--- config.mk ---
export PLATFORM = sky130hd
export DESIGN_NAME = dshot_frame_rx
export DESIGN_NICKNAME = d
export VERILOG_FILES = /design/src/rtl/dshot_frame_rx.sv
export SDC_FILE = /design/constraint.sdc
export NUM_CORES = 1
export LEC_CHECK = 0
export ABC_AREA = 1
export CORE_MARGIN = 1
export CORE_UTILIZATION = 50
export CTS_CLUSTER_DIAMETER = 60
export DETAILED_ROUTE_END_ITERATION = 12
export PLACE_DENSITY = 0.68
export SYNTH_ARGS = -nofsm -noshare
export SYNTH_HDL_FRONTEND = slang
export SYNTH_SLANG_ARGS = --single-unit
--- constraint.sdc ---
create_clock -name clk -period 3.4 [get_ports clk]
set_input_delay 0.51 -clock clk [delete_from_list [all_inputs] [get_ports clk]]
set_output_delay 0.51 -clock clk [all_outputs]
set_load 0.01 [all_outputs]
--- src/rtl/dshot_frame_rx.sv ---
`default_nettype none
//==============================================================================
// Module : dshot_frame_rx
// Brief  : DShot frame receiver. Decodes pulses, assembles 16-bit frames,
//          maps the throttle to an 8-bit speed and applies a failsafe timeout.
//          Define DSHOT_CRC_CHECK_EN to enable the frame CRC check.
// Rev    : 1.0  initial release
//==============================================================================
module dshot_frame_rx #(
   parameter int BIT_THRESH     = 60,
   parameter int MAX_HIGH       = 150,
   parameter int GAP_CYCLES     = 200,
   parameter int TIMEOUT_CYCLES = 320000
) (
   input  logic        clk,
   input  logic        rst_n,
   input  logic        dshotPin,
   output logic [7:0]  outputSpeed,
   output logic [10:0] throttle,
   output logic        telemetry,
   output logic        frame_valid,
   output logic        crc_err,
   output logic        timed_out
);

   localparam int CW = 16;
   localparam int TW = 19;
   localparam logic [CW-1:0] c_bit_thresh = CW'(BIT_THRESH);
   localparam logic [CW-1:0] c_max_high   = CW'(MAX_HIGH);
   localparam logic [CW-1:0] c_gap        = CW'(GAP_CYCLES);
   localparam logic [TW-1:0] c_timeout    = TW'(TIMEOUT_CYCLES);
`ifdef DSHOT_CRC_CHECK_EN
   localparam logic c_crc_en = 1'b1;
`else
   localparam logic c_crc_en = 1'b0;
`endif

   typedef enum logic [2:0] {S_IDLE, S_READY, S_HIGH, S_LOW, S_CHECK} state_t;
   state_t r_state, w_state_next;

   logic          r_sync1, r_sync2, r_prev;
   logic          w_rise, w_fall;
   logic [CW-1:0] r_idle_cnt, r_hi_cnt, r_lo_cnt;
   logic [CW-1:0] w_idle_inc, w_hi_inc, w_lo_inc;
   logic [4:0]    r_bit_cnt;
   logic [15:0]   r_frame;
   logic [TW-1:0] r_to_cnt, w_to_next;
   logic          w_shift, w_accept, w_reject, w_crc_ok;
   logic [11:0]   w_v;
   logic [3:0]    w_crc_exp;
   logic [10:0]   w_thr_off;
   logic [7:0]    w_speed;

   assign w_rise     = r_sync2 & ~r_prev;
   assign w_fall     = ~r_sync2 & r_prev;
   assign w_idle_inc = r_idle_cnt + CW'(1);
   assign w_hi_inc   = r_hi_cnt + CW'(1);
   assign w_lo_inc   = r_lo_cnt + CW'(1);
   assign w_to_next  = (r_to_cnt == '1) ? r_to_cnt : r_to_cnt + TW'(1);

   assign w_v       = r_frame[15:4];
   assign w_crc_exp = w_v[3:0] ^ w_v[7:4] ^ w_v[11:8];
   assign w_crc_ok  = !c_crc_en || (w_crc_exp == r_frame[3:0]);
   assign w_thr_off = w_v[11:1] - 11'd48;
   assign w_speed   = (w_v[11:1] < 11'd48) ? 8'd0 : 8'(w_thr_off >> 3);

   always_ff @(posedge clk) begin
      if (!rst_n) begin
         r_sync1 <= 1'b0;
         r_sync2 <= 1'b0;
         r_prev  <= 1'b0;
      end else begin
         r_sync1 <= dshotPin;
         r_sync2 <= r_sync1;
         r_prev  <= r_sync2;
      end
   end

   always_ff @(posedge clk) begin
      if (!rst_n) r_state <= S_IDLE;
      else        r_state <= w_state_next;
   end

   // Over-long high takes priority over a fall in the same cycle.
   always_comb begin
      w_state_next = r_state;
      w_shift      = 1'b0;
      w_accept     = 1'b0;
      w_reject     = 1'b0;
      case (r_state)
         S_IDLE:  if (!r_sync2 && w_idle_inc >= c_gap) w_state_next = S_READY;
         S_READY: if (w_rise) w_state_next = S_HIGH;
         S_HIGH: begin
            if (w_hi_inc > c_max_high) begin
               w_state_next = S_IDLE;
            end else if (w_fall) begin
               w_shift      = 1'b1;
               w_state_next = (r_bit_cnt == 5'd15) ? S_CHECK : S_LOW;
            end
         end
         S_LOW: begin
            if (w_rise)                  w_state_next = S_HIGH;
            else if (w_lo_inc >= c_gap)  w_state_next = S_READY;
         end
         S_CHECK: begin
            w_state_next = S_IDLE;
            w_accept     = w_crc_ok;
            w_reject     = ~w_crc_ok;
         end
         default: w_state_next = S_IDLE;
      endcase
   end

   always_ff @(posedge clk) begin
      if (!rst_n) begin
         r_idle_cnt <= '0;
         r_hi_cnt   <= '0;
         r_lo_cnt   <= '0;
         r_bit_cnt  <= '0;
         r_frame    <= '0;
      end else begin
         case (r_state)
            S_IDLE, S_CHECK: r_idle_cnt <= r_sync2 ? '0 : w_idle_inc;
            S_READY: begin
               r_hi_cnt  <= '0;
               r_bit_cnt <= '0;
            end
            S_HIGH: begin
               r_hi_cnt   <= w_hi_inc;
               // The fall cycle itself already counts toward the inter-frame gap.
               r_idle_cnt <= w_shift ? CW'(1) : '0;
               if (w_shift) begin
                  r_frame   <= {r_frame[14:0], (w_hi_inc >= c_bit_thresh)};
                  r_bit_cnt <= r_bit_cnt + 5'd1;
                  r_lo_cnt  <= '0;
               end
            end
            S_LOW: begin
               r_lo_cnt <= w_lo_inc;
               if (w_rise) r_hi_cnt <= '0;
            end
            default: ;
         endcase
      end
   end

   always_ff @(posedge clk) begin
      if (!rst_n) begin
         outputSpeed <= '0;
         throttle    <= '0;
         telemetry   <= 1'b0;
         frame_valid <= 1'b0;
         crc_err     <= 1'b0;
         timed_out   <= 1'b0;
         r_to_cnt    <= '0;
      end else begin
         frame_valid <= w_accept;
         crc_err     <= w_reject;
         if (w_accept) begin
            throttle    <= w_v[11:1];
            telemetry   <= w_v[0];
            outputSpeed <= w_speed;
            r_to_cnt    <= '0;
            timed_out   <= 1'b0;
         end else begin
            r_to_cnt <= w_to_next;
            if (w_to_next >= c_timeout) begin
               timed_out   <= 1'b1;
               outputSpeed <= '0;
            end
         end
      end
   end

endmodule
`default_nettype wire

==> impl_metrics.csv, run 1 <==
group,metric,value,unit
outcome,status,"finished clean",
power,p_per_area,501,nW/um^2
worst_setup_path,cp_slowest_cell,"dfxtp_1",
cts,holdBufCountCts,0,
power,p_int,0.00260,W
timing,rsz0062_at_grt,"no",
synth,synth-simple-area-share,36.3,%
worst_setup_path,cp_cell_sequence,"ha_1, nand4_1, nor2_2, nand2_1, xor2_1, nand2_1, nor2_4, nand4_2, buf_4, nand2_1, nand3_1, a21oi_1",
routing,wl,13.5,mm
routing,drc,0,
worst_setup_path,critical_path_class,"reg -> reg",
cts,cts.sinks,116,
synth,synth_edf_count,0,
placed_design,placedCellCount,1085,
placed_design,port_buffers,24,
worst_setup_path,worstSetupEndpointType,"flip-flop",
worst_setup_path,cp_max_fo,48,
cts,post_cts_buffers,0,
finish,nets,968,
power,ir_drop,371,uV
synth,synth_xor_area_share,2.70,%
worst_setup_path,crit_top_cell,"nand2_1",
power,power.share.clock,48.7,%
run,maxCapViolations,0,
routing,dr.pass1.iters,7,
synth,synth_adder_area_share,1.63,%
power,seqPwrFrac,40.9,%
cts,numCtsBuffers,17,
power,leakage,2.68,nW
timing,layout_min_cycle_time,2660,ps
cts,cts-root-buf,"clkbuf_16",
power,p_sw,0.000930,W
synth,yosys_most_used_dff,"dfxtp_1",
routing,wire_per_inst,12.1,um
synth,synth_nets,947,
timing,relSlewSlack,29.5,%
synth,synthCells,936,
synth,synth_top_family_by_area,"simple AND/OR/NAND/NOR gates",
finish,areaGrowthSynthToFinish,14.5,%
routing,ant_nets,0,
timing,hold_viol,0,
cts,cts_max_level,4,
routing,dr.first_iter.drc_count,371,
cts,clock_path_buffers,2,
finish,fin_util,58.7,%
timing,slew_violations,0,
cts,path_clk_slew,50,ps
synth,ys_warn_count,0,
grt,first_global_vias,5244,
timing,finalSetupViolCount,0,
synth,syn-cell-area,6150,sq um
floorplanning,die_height,113,um
routing,vias,5809,
floorplanning,rows,40,
synth,synthMuxAreaShare,0,%
synth,synthArstFlopShare,0,%
placed_design,place.gp.congestion,0.888,
grt,grt_max_degree,57,
routing,viasPerCell,5.21,
floorplanning,dieWidth,113,um
worst_setup_path,worst_setup_path_start_kind,"flip-flop",
finish,antennaDiodeCount,0,
synth,synth.distinct_cells,38,
worst_setup_path,critical_path_arrival,2920,ps
timing,tightest_slew,1050,ps
grt,overflow,0,
timing,fin_crit_sh,78.1,%
power,pwr-share-comb,10.4,%
timing,fmax,376,MHz
grt,antenna_found_initial,0,
cts,tritoncts,"done",
synth,avgSynthCellArea,6.58,sq um
grt,grt_usage,22.8,%
synth,synth_seq_cells,116,
floorplanning,ios,26,
timing,clock_skew,10.0,ps
placed_design,dpl.hpwl,9.15,mm
finish,stdcell_count,1115,
finish,drive_gt1_share,6.30,%
floorplanning,start_util,51.2,%
cts,cts_resized,0,
floorplanning,core_area,12000,sq um
floorplanning,design.die.area,12800,sq um
grt,grt_pass1_wl,23.6,mm
finish,fill_cells,1201,
cts,clock_latency,420,ps
timing,finalSetupTns,0,ps
worst_setup_path,crit_required,3670,ps
synth,synth_compound_area_share,12.6,%
power,p_sw_share,26.4,%
worst_setup_path,critPathTopFamily,"simple AND/OR/NAND/NOR gates",
worst_setup_path,critPathBufInv,1,
min_path,hp-class,"reg -> reg",
synth,ys_seq_area_share,37.7,%
worst_setup_path,slowest_delay,450,ps
## placed cells by master, fill, tap and decap left out, types with 2 or more instances in the layout
master           Yosys  layout
nand2_1            245     245
dfxtp_1            116     116
inv_1              101     100
nor2_1              96      96
nand3_1             89      89
a21oi_1             85      85
o21ai_0             43      43
nand4_1             31      31
clkdlybuf4s50_1      0      24
nor3_1              18      18
clkbuf_16            0      17
xor2_1              15      15
ha_1                 8       8
nor2_2               6       6
or2_2                6       6
buf_4                1       6
o21ai_1              5       5
clkinv_1             5       5
clkinv_2             0       5
nand3b_1             4       4
xnor2_1              4       4
a31oi_1              4       4
nand3_2              3       3
inv_2                2       3
o21bai_1             3       3
and3_1               2       2
nor3_2               2       2
nand2_2              2       2
nor2_4               2       2
and2_1               2       2
a22oi_1              2       2
bufinv_16            0       2
clkinvlp_4           0       2
clkbuf_8             0       2
## worst paths after layout
path | start | end | slack, ps | depth (start not counted)
setup / recovery | r_hi_cnt[0]$_SDFFE_PN0P_ | r_bit_cnt[1]$_SDFFE_PN0P_ | 740 | 12
setup reg to reg | r_hi_cnt[0]$_SDFFE_PN0P_ | r_bit_cnt[1]$_SDFFE_PN0P_ | 740 | 12
hold / removal | r_sync1$_SDFF_PN0_ | r_sync2$_SDFF_PN0_ | 420 | 2
hold reg to reg | r_sync1$_SDFF_PN0_ | r_sync2$_SDFF_PN0_ | 420 | 2
## state kept, by name, summed over array words and instances, names as in the netlist, 3 cells and up
name,flops
throttle,11
r_bit_cnt,5
r_hi_cnt,16
outputSpeed,8
r_state,3
r_idle_cnt,16
r_lo_cnt,16
r_to_cnt,19
r_frame,16
## power by group through the flow
stage | logic (W) | registers, W | clock network, W
floorplan | 0.000283 | 0.00146 | 0
global placement | 0.000366 | 0.00147 | 0
detailed placement | 0.000365 | 0.00147 | 0
CTS | 0.000369 | 0.00144 | 0.00175
global route | 0.000423 | 0.00145 | 0.00180
finish | 0.000367 | 0.00144 | 0.00172
## metrics by stage
stage	instance area [sq um]	hold WS, ps	setup slack (ps)	total power, W
finish	7050	424	743	0.00353
CTS	7050	426	714	0.00356
floorplan	6150	390	1310	0.00174
global placement	6480	403	780	0.00184
global route	7050	453	436	0.00367
detailed placement	6480	410	737	0.00184
## synthesized netlist by cell type, types with 8 or more instances
library cell / instances / area, sq um
o21ai_0: 43 / 215
nor2_1: 96 / 360
ha_1: 8 / 100
nand3_1: 89 / 445
xor2_1: 15 / 131
clkbuf_1: 20 / 75.1
inv_1: 101 / 379
a21oi_1: 85 / 425
nand4_1: 31 / 194
nand2_1: 245 / 920
dfxtp_1: 116 / 2320
nor3_1: 18 / 90.1
## area by class of cell
cell class	count	area [sq um]	share of cell area, %
Multi-Input combinational cell	684	3280	46.6
Sequential cell	116	2320	33.0
Clock buffer	20	457	6.48
Inverter	108	405	5.75
Timing Repair Buffer	30	285	4.05
Tap cell	147	184	2.61
Clock inverter	10	109	1.54
## layer usage
layer | wire (um) | global-route usage [%]
met5 | 0 | 0
met4 | 131 | 6.58
met3 | 449 | 5.62
met2 | 5940 | 36.8
met1 | 6960 | 30.3
## kinds of logic after synthesis
family / after synthesis
xor gates and xnor gates: 19
buffers and inverters: 136
and+or+nand+nor: 509
adders and majority gates: 8
AOI/OAI and AO/OA: 147
other: 1
DFF: 116
## worst register-to-register path, stage by stage (launching register included)
cell	delay, ps
dfxtp_1	450
ha_1	370
nand4_1	210
nor2_2	170
nand2_1	80
xor2_1	150
nand2_1	100
nor2_4	60
nand4_2	60
buf_4	390
nand2_1	280
nand3_1	130
a21oi_1	70
Power figures use the tool's default switching activity.
==> inputs of run 2 (changes only) <==
==> constraint.sdc (replaced) <==
create_clock -name clk -period 2.7 [get_ports clk]
set_input_delay 0.405 -clock clk [delete_from_list [all_inputs] [get_ports clk]]
set_output_delay 0.405 -clock clk [all_outputs]
set_load 0.01 [all_outputs]
==> run 2 against run 1 <==
Effect of this change: count of clock-buffer cells in the layout rose by 1; final area rose by 1.7%; sequential power rose by 26%; global-route usage rose by 0.080 points; critical endpoint is now r_frame[12]$_SDFFE_PN0P_; clock power rose by 37%; fmax rose by 8.2%; first-iteration DRC count rose by 26%; largest cell class unchanged; flip-flop and latch count did not move; clock skew fell by 4.8 ps; highest routed layer unchanged; via count rose by 1.6%; die area did not move; register-to-register slack got worse by 500 ps.
==> impl_metrics.csv, run 2 (synthesis gave the netlist of run 1 again) <==
group,metric,value,unit
timing,rsz0062_at_grt,"no",
worst_setup_path,critPathTopFamily,"simple AND/OR/NAND/NOR gates",
grt,grt_usage,22.9,%
worst_setup_path,critPathBufInv,1,
grt,antenna_found_initial,0,
finish,fin_util,59.6,%
routing,wire_per_inst,12.3,um
cts,holdBufCountCts,0,
timing,finalSetupViolCount,0,
routing,wl,13.8,mm
worst_setup_path,worst_setup_path_start_kind,"flip-flop",
worst_setup_path,crit_top_cell,"nand2_1",
cts,cts_resized,0,
worst_setup_path,worstSetupEndpointType,"flip-flop",
timing,slew_violations,0,
routing,ant_nets,0,
power,p_int,0.00347,W
finish,antennaDiodeCount,0,
floorplanning,ios,26,
worst_setup_path,cp_cell_sequence,"ha_1, nand4_1, nor2_2, nand2_1, xor2_1, nand2_1, nor2_4, nand4_2, buf_4, o21ai_0, a21oi_1",
worst_setup_path,crit_required,2990,ps
routing,drc,0,
power,power.share.clock,50.5,%
power,ir_drop,359,uV
cts,cts-root-buf,"clkbuf_16",
placed_design,dpl.hpwl,9.50,mm
timing,layout_min_cycle_time,2460,ps
power,pwr-share-comb,10.9,%
timing,relSlewSlack,63.8,%
cts,clock_path_buffers,2,
timing,fin_crit_sh,90.9,%
cts,tritoncts,"done",
routing,viasPerCell,5.25,
routing,dr.pass1.iters,5,
cts,clock_latency,420,ps
timing,tightest_slew,540,ps
floorplanning,start_util,51.2,%
placed_design,place.gp.congestion,0.844,
worst_setup_path,reg2reg_slack,240,ps
placed_design,placed_cell_area,6530,sq um
timing,hold_viol,0,
worst_setup_path,critical_path_class,"reg -> reg",
timing,clock_skew,5.26,ps
worst_setup_path,slowest_delay,380,ps
grt,overflow,0,
floorplanning,dieWidth,113,um
finish,largest_reg_flops,19,
power,p_sw,0.00122,W
finish,nets,975,
finish,drive_gt1_share,7.27,%
worst_setup_path,path_depth,11,
floorplanning,design.die.area,12800,sq um
power,p_total,0.00469,W
floorplanning,rows,40,
power,leakage,2.73,nW
cts,cts_max_level,4,
grt,grt_pass1_wl,23.7,mm
worst_setup_path,reg2reg_depth,11,
cts,cts.sinks,116,
worst_setup_path,critical_path_arrival,2750,ps
floorplanning,core_area,12000,sq um
min_path,hp-class,"reg -> reg",
finish,mostFrequentLayoutCells,"nand2_1 (245), dfxtp_1 (116), inv_1 (100)",
timing,fmax,407,MHz
worst_setup_path,startpoint,"r_hi_cnt[1]$_SDFFE_PN0P_",
worst_setup_path,cp_slowest_cell,"dfxtp_1",
grt,first_global_vias,5266,
worst_setup_path,endpoint,"r_frame[12]$_SDFFE_PN0P_",
cts,numCtsBuffers,17,
finish,finalInstanceArea,7160,sq um
routing,vias,5903,
power,seqPwrFrac,38.6,%
placed_design,port_buffers,24,
timing,finalSetupTns,0,ps
grt,grt_max_degree,36,
finish,final_common_cell,"nand2_1",
outcome,status,"finished clean",
worst_setup_path,worstReg2RegEnd,"r_frame[12]$_SDFFE_PN0P_",
floorplanning,die_height,113,um
run,maxCapViolations,0,
routing,dr.first_iter.drc_count,469,
cts,post_cts_buffers,0,
finish,top_register,"r_to_cnt",
cts,path_clk_slew,60,ps
power,p_per_area,654,nW/um^2
power,p_sw_share,26.0,%
worst_setup_path,r2r-start,"r_hi_cnt[1]$_SDFFE_PN0P_",
finish,areaGrowthSynthToFinish,16.4,%
worst_setup_path,cp_max_fo,35,
## run 2: cell count changes in the layout (fill, tap and decap cells not counted)
cell        change
buf_4           +7
bufinv_16       +1
clkbuf_1        -1
clkbuf_8        +2
clkinv_2        -4
clkinv_4        -1
clkinvlp_4      +4
inv_6           +1
## run 2: cell type report
cell class	instances	area [sq um]
clock buffers	21	480
inverters	108	405
well taps	147	184
repair buffers	37	338
multi-input cells	684	3280
clock inverters	11	149
flip-flops and latches	116	2320
fillers	1173	4850
## run 2: worst min-delay path by stage
stage	slack, ps	end	start	cells after the start
4_1_cts	420	r_sync2$_SDFF_PN0_	r_sync1$_SDFF_PN0_	2
2_1_floorplan	390	r_sync2$_SDFF_PN0_	r_sync1$_SDFF_PN0_	2
3_5_place_dp	410	r_sync2$_SDFF_PN0_	r_sync1$_SDFF_PN0_	2
5_1_grt	450	r_sync2$_SDFF_PN0_	r_sync1$_SDFF_PN0_	2
3_3_place_gp	390	r_sync2$_SDFF_PN0_	r_sync1$_SDFF_PN0_	2
6_report	420	r_sync2$_SDFF_PN0_	r_sync1$_SDFF_PN0_	2
## run 2: tightest hold or removal path, cell delays in order, from the launching register on
cell,delay (ps)
dfxtp_1,300
nand2_1,50
inv_1,40
## run 2: per-stage QoR
stage / worst slack [ps] / hold WS [ps] / instances
2_1_floorplan: 611 / 390 / 936
3_3_place_gp: 365 / 392 / 1092
3_5_place_dp: 318 / 413 / 1092
4_1_cts: 246 / 423 / 1124
5_1_grt: 1.77 / 449 / 1124
6_report: 245 / 420 / 1124
## run 2: metal layers
layer	part of all wire (%)	up-vias	global-route usage, %	wire length [um]
li1	-	3117	-	-
met1	49	2667	29.7	6750
met2	47	106	37.4	6440
met3	3.4	13	5.41	468
met4	0.88	0	7.81	121
met5	0	-	0	0
## run 2: power groups by stage
stage / Combinational (W) / Sequential, W / Clock [W]
3_3_place_gp: 0.000509 / 0.00185 / 0
2_1_floorplan: 0.000356 / 0.00184 / 0
6_report: 0.000512 / 0.00181 / 0.00236
3_5_place_dp: 0.000509 / 0.00185 / 0
4_1_cts: 0.000514 / 0.00181 / 0.00240
5_1_grt: 0.000586 / 0.00182 / 0.00248
==> inputs of run 3 (changes only) <==
--- a/config.mk
+++ b/config.mk
@@ -6,11 +6,12 @@
 export NUM_CORES = 1
 export LEC_CHECK = 0
 export ABC_AREA = 1
+export CAP_MARGIN = 5
 export CORE_MARGIN = 1
 export CORE_UTILIZATION = 50
 export CTS_CLUSTER_DIAMETER = 60
 export DETAILED_ROUTE_END_ITERATION = 12
-export PLACE_DENSITY = 0.68
+export PLACE_DENSITY = 0.7
 export SYNTH_ARGS = -nofsm -noshare
 export SYNTH_HDL_FRONTEND = slang
 export SYNTH_SLANG_ARGS = --single-unit
==> constraint.sdc (replaced) <==
create_clock -name clk -period 2 [get_ports clk]
set_input_delay 0.3 -clock clk [delete_from_list [all_inputs] [get_ports clk]]
set_output_delay 0.3 -clock clk [all_outputs]
set_load 0.01 [all_outputs]
==> run 3 against run 2 <==
Effect of this change: the run now ends with negative setup slack left; sequential power rose by 35%; first-iteration DRC count rose by 12%; critical path type unchanged; count of clock-buffer cells in the layout fell by 2; largest cell class unchanged.
==> impl_metrics.csv, run 3 (synthesis gave the netlist of run 1 again) <==
group,metric,value,unit
outcome,status,"finished, violations left",
outcome,violations,"negative setup slack",
worst_setup_path,critPathBufInv,1,
timing,tightest_slew,614,ps
power,p_total,0.00631,W
worst_setup_path,worstReg2RegEnd,"r_frame[5]$_SDFFE_PN0P_",
cts,cts_max_level,4,
timing,relSlewSlack,59.0,%
power,ir_drop,631,uV
min_path,holdPathEnd,"r_sync2$_SDFF_PN0_",
worst_setup_path,crit_required,2290,ps
worst_setup_path,worstSetupEndpointType,"flip-flop",
cts,numCtsBuffers,17,
worst_setup_path,cp_slowest_cell,"dfxtp_4",
min_path,hp-class,"reg -> reg",
routing,wl,15.0,mm
finish,finalInstanceArea,7900,sq um
routing,ant_nets,0,
worst_setup_path,cp_cell_sequence,"ha_4, nand4_1, nor2_2, nand2_1, xor2_1, nand2_1, nor2_4, nand4_4, buf_12, o21ai_0, a21oi_1",
power,power.share.clock,48.3,%
power,p_int,0.00466,W
finish,fin_util,65.8,%
routing,drc,0,
floorplanning,die_height,113,um
power,p_per_area,799,nW/um^2
cts,path_clk_slew,50,ps
timing,layout_min_cycle_time,2080,ps
routing,wire_per_inst,12.8,um
routing,dr.first_iter.drc_count,525,
finish,drive_gt1_share,17.4,%
grt,grt_max_degree,56,
finish,mostFrequentLayoutCells,"nand2_1 (237), dfxtp_1 (105), inv_1 (100)",
floorplanning,dieWidth,113,um
worst_setup_path,cp_max_fo,8,
floorplanning,core_area,12000,sq um
power,pwr-share-comb,12.9,%
timing,slew_violations,0,
timing,fmax,482,MHz
timing,rsz0062_at_grt,"yes",
worst_setup_path,worst_setup_path_start_kind,"flip-flop",
placed_design,placed_cell_area,6880,sq um
floorplanning,design.die.area,12800,sq um
timing,hold_viol,0,
grt,grt_pass1_wl,24.9,mm
grt,first_global_vias,5537,
finish,antennaDiodeCount,0,
placed_design,placedCellCount,1135,
finish,largest_reg_flops,19,
finish,areaGrowthSynthToFinish,28.4,%
finish,top_register,"r_to_cnt",
timing,finalSetupViolCount,31,
routing,dr.pass1.iters,5,
grt,grt_usage,24.0,%
routing,viasPerCell,5.26,
timing,hold_ws,414,ps
min_path,whs_path_depth,2,
run,maxCapViolations,0,
worst_setup_path,reg2reg_slack,-80,ps
power,leakage,3.05,nW
cts,cts-root-buf,"clkbuf_16",
cts,clock_latency,410,ps
worst_setup_path,reg2reg_depth,11,
worst_setup_path,critPathTopFamily,"simple AND/OR/NAND/NOR gates",
timing,fin_ws,-75.6,ps
cts,clock_path_buffers,2,
cts,cts.sinks,116,
worst_setup_path,critical_path_arrival,2370,ps
grt,overflow,0,
power,p_sw_share,26.2,%
finish,final_common_cell,"nand2_1",
worst_setup_path,path_depth,11,
power,seqPwrFrac,38.8,%
finish,stdcell_count,1175,
grt,antenna_found_initial,0,
worst_setup_path,crit_top_cell,"nand2_1",
floorplanning,rows,40,
power,p_sw,0.00166,W
worst_setup_path,critical_path_class,"reg -> reg",
worst_setup_path,r2r-start,"r_hi_cnt[0]$_SDFFE_PN0P_",
placed_design,port_buffers,24,
worst_setup_path,slowest_delay,370,ps
floorplanning,ios,26,
min_path,hp-start,"r_sync1$_SDFF_PN0_",
timing,clock_skew,4.80,ps
cts,tritoncts,"done",
floorplanning,start_util,51.2,%
timing,fin_crit_sh,104,%
placed_design,place.gp.congestion,0.875,
finish,nets,1027,
placed_design,dpl.hpwl,9.85,mm
routing,vias,6185,
-- run 3: cell types whose count changed in the layout (fill, tap and decap cells not counted), moves of 6 or more --
cell     change
a21oi_1      -7
a21oi_2      +6
dfxtp_1     -11
nand2_1      -8
nand2_2      +8
dfxtp_2      +9
nor2_1      -10
o21ai_0     -12
buf_4       +44
-- run 3: power by group through the flow --
| stage | Combinational, W | Clock (W) | Sequential [W] |
|---|---|---|---|
| 3_3_place_gp | 0.000753 | 0 | 0.00248 |
| 6_report | 0.000814 | 0.00305 | 0.00245 |
| 2_1_floorplan | 0.000482 | 0 | 0.00249 |
| 5_1_grt | 0.000918 | 0.00323 | 0.00246 |
| 3_5_place_dp | 0.000751 | 0 | 0.00248 |
| 4_1_cts | 0.000781 | 0.00310 | 0.00244 |
-- run 3: what timing repair did --
item,4_1_cts,5_1_grt
setup buffers,3,3
gates cloned,4,0
gates resized for setup,27,68
setup endpoints to repair,46,55
pin swaps,11,23
hold buffers,0,0
-- run 3: metrics by stage --
stage	setup slack (ps)	setup TNS [ps]
floorplan	19.5	0
global placement	4.89	0
detailed placement	-97.3	-2040
CTS	-69.1	-445
global route	-213	-6670
finish	-75.6	-796
-- run 3: layout make-up --
class,instances,area (sq um)
repair buffers,88,797
fillers,1064,4110
inverters,108,410
well taps,147,184
flip-flops and latches,116,2340
multi-input cells,685,3570
clock inverters,12,156
clock buffers,19,443
-- run 3: worst max-delay path by stage --
| stage | startpoint | endpoint | slack [ps] |
|---|---|---|---|
| after floorplan | r_hi_cnt[0]$_SDFFE_PN0P_ | r_lo_cnt[14]$_SDFFE_PN0P_ | 20 |
| after global placement | r_hi_cnt[0]$_SDFFE_PN0P_ | r_bit_cnt[3]$_SDFFE_PN0P_ | 5 |
| after detailed placement | r_hi_cnt[0]$_SDFFE_PN0P_ | r_frame[0]$_SDFFE_PN0P_ | -100 |
| after CTS | r_hi_cnt[1]$_SDFFE_PN0P_ | r_frame[2]$_SDFFE_PN0P_ | -70 |
| after global routing | r_hi_cnt[0]$_SDFFE_PN0P_ | r_frame[6]$_SDFFE_PN0P_ | -210 |
| final | r_hi_cnt[0]$_SDFFE_PN0P_ | r_frame[5]$_SDFFE_PN0P_ | -80 |
-- run 3: worst register-to-register path, delay by kind of cell (launching register included) --
kind            cells  cell delay [ps]
flops               1              370
simple gates        6              820
fa+ha+maj           1              160
xor+xnor            1              160
buf+inv             1              200
compound gates      2              260
-- run 3: metal layers --
| metal | GRT usage, % | share of wire, % | wire length (um) |
|---|---|---|---|
| met5 | 0 | 0 | 0 |
| met4 | 6.40 | 0.91 | 136 |
| met3 | 5.73 | 4.0 | 600 |
| met2 | 38.7 | 47 | 7030 |
| met1 | 32.3 | 48 | 7230 |
